File: src/rtl/multdiv_unit.sv
// Iterative signed multiply/divide unit: shift-add multiply and restoring divide on
// operand magnitudes, one bit per clock, with sign and exception applied at completion.
module multdiv_unit #(
    parameter int WIDTH = 32,
    parameter int CNT_W = 6
) (
    input  logic             clock,
    input  logic             clr,
    input  logic             ctrl_MULT,
    input  logic             ctrl_DIV,
    input  logic [WIDTH-1:0] data_operandA,
    input  logic [WIDTH-1:0] data_operandB,
    output logic [WIDTH-1:0] data_result,
    output logic             data_exception,
    output logic             data_resultRDY,
    output logic             busy
);

    typedef enum logic [1:0] {IDLE, MUL, DIV, DONE} state_t;

    state_t             state, state_next;
    logic [CNT_W-1:0]   cnt;
    logic [WIDTH-1:0]   a_reg, b_reg;
    logic [2*WIDTH-1:0] p;
    logic               neg;

    logic               start, last;
    logic [WIDTH-1:0]   mag_a, mag_b;
    logic [WIDTH:0]     mul_sum, rem_shift, rem_diff;
    logic               rem_ge;
    logic [2*WIDTH-1:0] p_step, prod;
    logic [WIDTH-1:0]   quo, res_next;
    logic               exc_next;

    assign start = ctrl_MULT | ctrl_DIV;
    assign last  = (cnt == CNT_W'(WIDTH));
    assign busy  = (state == MUL) || (state == DIV);
    assign mag_a = data_operandA[WIDTH-1] ? -data_operandA : data_operandA;
    assign mag_b = data_operandB[WIDTH-1] ? -data_operandB : data_operandB;

    always_ff @(posedge clock or posedge clr) begin
        if (clr) state <= IDLE;
        else     state <= state_next;
    end

    always_comb begin
        state_next = state;
        if (ctrl_MULT) begin
            state_next = MUL;
        end else if (ctrl_DIV) begin
            state_next = DIV;
        end else begin
            case (state)
                MUL, DIV: if (last) state_next = DONE;
                DONE:     state_next = IDLE;
                default:  state_next = state;
            endcase
        end
    end

    // p holds {accumulator, multiplier} when multiplying and {remainder, quotient} when dividing
    always_comb begin
        mul_sum   = {1'b0, p[2*WIDTH-1:WIDTH]} + (p[0] ? {1'b0, a_reg} : '0);
        rem_shift = p[2*WIDTH-1:WIDTH-1];
        rem_ge    = (rem_shift >= {1'b0, b_reg});
        rem_diff  = rem_shift - {1'b0, b_reg};
        prod      = neg ? -p : p;
        quo       = neg ? -p[WIDTH-1:0] : p[WIDTH-1:0];
        p_step    = p;
        res_next  = '0;
        exc_next  = 1'b0;
        if (state == MUL) begin
            p_step   = {mul_sum, p[WIDTH-1:1]};
            res_next = prod[WIDTH-1:0];
            exc_next = !((&prod[2*WIDTH-1:WIDTH-1]) || !(|prod[2*WIDTH-1:WIDTH-1]));
        end else if (state == DIV) begin
            p_step = {(rem_ge ? rem_diff[WIDTH-1:0] : rem_shift[WIDTH-1:0]), p[WIDTH-2:0], rem_ge};
            if (b_reg == '0) begin
                res_next = '0;
                exc_next = 1'b1;
            end else begin
                // only a positive quotient of magnitude 2^(WIDTH-1) is unrepresentable
                res_next = quo;
                exc_next = !neg && p[WIDTH-1];
            end
        end
    end

    always_ff @(posedge clock or posedge clr) begin
        if (clr) begin
            cnt            <= '0;
            a_reg          <= '0;
            b_reg          <= '0;
            p              <= '0;
            neg            <= 1'b0;
            data_result    <= '0;
            data_exception <= 1'b0;
            data_resultRDY <= 1'b0;
        end else if (start) begin
            cnt            <= '0;
            a_reg          <= mag_a;
            b_reg          <= mag_b;
            neg            <= data_operandA[WIDTH-1] ^ data_operandB[WIDTH-1];
            p              <= ctrl_MULT ? {{WIDTH{1'b0}}, mag_b} : {{WIDTH{1'b0}}, mag_a};
            data_resultRDY <= 1'b0;
        end else if (busy) begin
            if (last) begin
                data_result    <= res_next;
                data_exception <= exc_next;
                data_resultRDY <= 1'b1;
            end else begin
                p   <= p_step;
                cnt <= cnt + CNT_W'(1);
            end
        end else begin
            data_resultRDY <= 1'b0;
        end
    end

endmodule

File: config.mk
export PLATFORM = sky130hd
export DESIGN_NAME = multdiv_unit
export DESIGN_NICKNAME = d
export VERILOG_FILES = /design/src/rtl/multdiv_unit.sv
export SDC_FILE = /design/constraint.sdc
export NUM_CORES = 1
export LEC_CHECK = 0
export CORE_UTILIZATION = 61
export CTS_BUF_LIST = sky130_fd_sc_hd__clkbuf_16
export CTS_CLUSTER_DIAMETER = 80
export DETAILED_ROUTE_END_ITERATION = 8
export HOLD_SLACK_MARGIN = 0.05
export PLACE_DENSITY = 0.87
export SLEW_MARGIN = 20
export SYNTH_ARGS = -nofsm -noshare
export SYNTH_HDL_FRONTEND = slang
export SYNTH_SLANG_ARGS = --single-unit
File: constraint.sdc
create_clock -name clock -period 8.85 [get_ports clock]
set_input_delay 2.2125 -clock clock [delete_from_list [all_inputs] [get_ports clock]]
set_output_delay 2.2125 -clock clock [all_outputs]
set_load 0.005 [all_outputs]
==> run summary <==
met1 Use GR = 53.3%
Final Cycle Share = 60.3%
Synth Register Bits = 171
Setup TNS = 0 ps
n_diodes = 0
vias in the first global route = 14300
Static Leak = 0.00701 uW
final wirelength = 51.8 mm
busiest layer in global routing = met2
worst vdd ir = 0.109 mV
skew final = 16.6 ps
postcts setup bufs = 0
clock sink count = 171
full die area = 24800 sq um
Int Power = 1620 uW
Power, Total = 2570 uW
Power Density = 156 nW/um^2
commonest cells after routing, fill and taps aside = 171 x dfrtp_1, 170 x a21oi_1, 164 x nand2_1
violated checks = DRC
pin count of the biggest net entering global routing = 108
asr flop ratio synth = 100%
router iterations before antenna repair = 9
CP Class = in -> reg
max-cap viol count = 0
vias per cell = 6.92
Gate power share = 30.2%
Pins Over Slew Limit = 0
EDFF count, synth = 0
row cnt = 56
Synth Cell Area = 14800 sq um
DRC violations left = 3
Synth-to-Final Area Change = 11.9%
CTS Hold Bufs = 0
Clk pwr share = 32.7%
Clock Tree Root = clkbuf_16
Required @ worst endpoint = 9220 ps
max reg flops = 64
met3 Use GR = 10.3%
Die Span X = 158 um
Least-Margin Pin Slew = 1180 ps
Syn Nets = 2005
Worst Path Max Fanout = 6
count of unique library cells instantiated by Yosys = 77
Setup violations, final = 0
WP data arrival = 5710 ps
status = finished with violations
clock-pin slew on the worst setup and hold paths = 80 ps
Die H = 158 um
total track usage = 42.3%
Yosys warning count = 0
Rel. slew slack = 20.7%
syn_area_per_cell = 7.92 sq um
Hold Crit Class = reg -> reg
CTS tree = built
max frequency = 187 MHz
RSZ-0062 raised after global routing = false
iteration-0 DRC count of the detailed router = 2130
Most flops, register = p
post-layout min period = 5340 ps
commonest non-fill, non-tap cell in the layout = dfrtp_1
Startpoint Class = input port
Gates resized, CTS repair = 0
core box area = 23600 sq um
switching pwr = 954 uW
Sequential Power Share = 37.2%
Primary FF master, synth = dfrtp_1
Post-DP HPWL = 38.1 mm
total CTS buffers = 17
met2 global-route usage = 65.2%
CP Capture Type = register
gpl congestion = 0.984
Final Hold Violating Endpoints = 0
WL/cell = 23.5 um
Post-Synthesis Cells = 1862
first-pass GRT wire length = 79.0 mm
via count = 15300
port bufs = 102
share of cells above drive strength 1 = 4.81%
post-synthesis sequential area ratio = 29.0%
Net Sw Frac = 37.1%
IO Count = 103
Starting Density = 62.5%
clk buf depth = 2
# fillers = 1907
initial antenna violation count = 0
insertion delay to the later sink of the worst-skew pair = 450 ps
H-tree depth = 4
total gr overflow = 0
layout net count = 2021
Final ANT Viol Nets = 0
==> worst max-delay path, stage by stage <==
cell and delay (ps):
clkdlybuf4s50_1 460, nor3_1 400, nand3b_1 170, or4_1 640, nand3b_1 340, or3_1 470, or4_1 500, a211oi_1 280
a41oi_1 80, o21ai_1 160
==> through the flow <==
step / utilization, % / std cells / cell area, sq um / hold slack (ps) / worst slack (ps)
6_report: 69.9 / 2209 / 16500 / 481 / 3510
3_3_place_gp: 67.1 / 2177 / 15800 / 460 / 3240
4_1_cts: 69.8 / 2208 / 16500 / 482 / 3620
2_1_floorplan: - / 1862 / 14800 / 442 / 2010
5_1_grt: 69.9 / 2209 / 16500 / 519 / 3300
3_5_place_dp: 67.1 / 2177 / 15800 / 467 / 3140
==> per-layer routing <==
layer | up-vias | part of all wire (%)
li1 | 6849 | -
met1 | 7222 | 38
met2 | 1004 | 44
met3 | 217 | 11
met4 | 0 | 6.3
met5 | - | 0
==> path summary, 6_finish.rpt <==
check                                      from                     to  slack [ps]  depth (start not counted)
setup / recovery               data_operandA[3]      p[31]$_DFFE_PP0P_        3510                         10
hold / removal             a_reg[0]$_DFFE_PP0N_   a_reg[0]$_DFFE_PP0N_         480                          2
setup reg to reg              p[31]$_DFFE_PP0P_      p[60]$_DFFE_PP0P_        4160                         11
hold reg to reg            a_reg[0]$_DFFE_PP0N_   a_reg[0]$_DFFE_PP0N_         480                          2
max in group asynchronous                   clr      p[27]$_DFFE_PP0P_        5350                          3
min in group asynchronous                   clr  b_reg[22]$_DFFE_PP0N_        2200                          2
==> cell type report <==
class / instances / area, sq um / area share, %
clock buffers: 17 / 425 / 2.58
clock inverters: 14 / 211 / 1.28
inverters: 70 / 268 / 1.62
multi-input cells: 1496 / 9750 / 59.1
flip-flops and latches: 171 / 4280 / 25.9
well taps: 319 / 399 / 2.42
repair buffers: 122 / 1180 / 7.13
==> synth_stat cells (19+ instances only) <==
library cell,instances,share of area (%)
xor2_1,89,5.3
nor2_1,148,3.8
nor3_1,34,1.2
and2_1,39,1.7
nor4_1,37,1.6
ha_1,73,6.2
nor2b_1,31,1.3
xnor2_1,74,4.4
nand2b_1,19,0.81
o21ai_0,150,5.1
a21o_1,34,1.7
nand2_1,165,4.2
clkbuf_1,108,2.7
nand4_1,34,1.4
inv_1,68,1.7
a21oi_1,170,5.8
or3_1,30,1.3
a211oi_1,57,2.9
o31ai_1,35,1.8
nand3_1,22,0.75
dfrtp_1,171,29
o41ai_1,19,1.1
==> power groups by stage <==
stage / Combinational (uW) / Sequential (uW) / Clock, uW
6_report: 776 / 955 / 840
5_1_grt: 837 / 961 / 870
4_1_cts: 753 / 948 / 838
3_5_place_dp: 746 / 961 / 0
3_3_place_gp: 730 / 958 / 0
2_1_floorplan: 552 / 905 / 0
==> logic make-up (layout without fill, tap and decap cells) <==
| group | after synthesis | count (layout) | share of synthesized area (%) |
|---|---|---|---|
| muxes | 22 | 22 | 1.56 |
| adders and majority gates | 75 | 75 | 6.46 |
| buffers and inverters | 195 | 223 | 5.10 |
| DFF | 171 | 171 | 29.0 |
| and+or+nand+nor | 635 | 635 | 22.1 |
| xor gates and xnor gates | 163 | 163 | 9.68 |
| AOI/OAI and AO/OA | 601 | 601 | 26.1 |
Note: power is estimated with default switching activity, not from simulation.
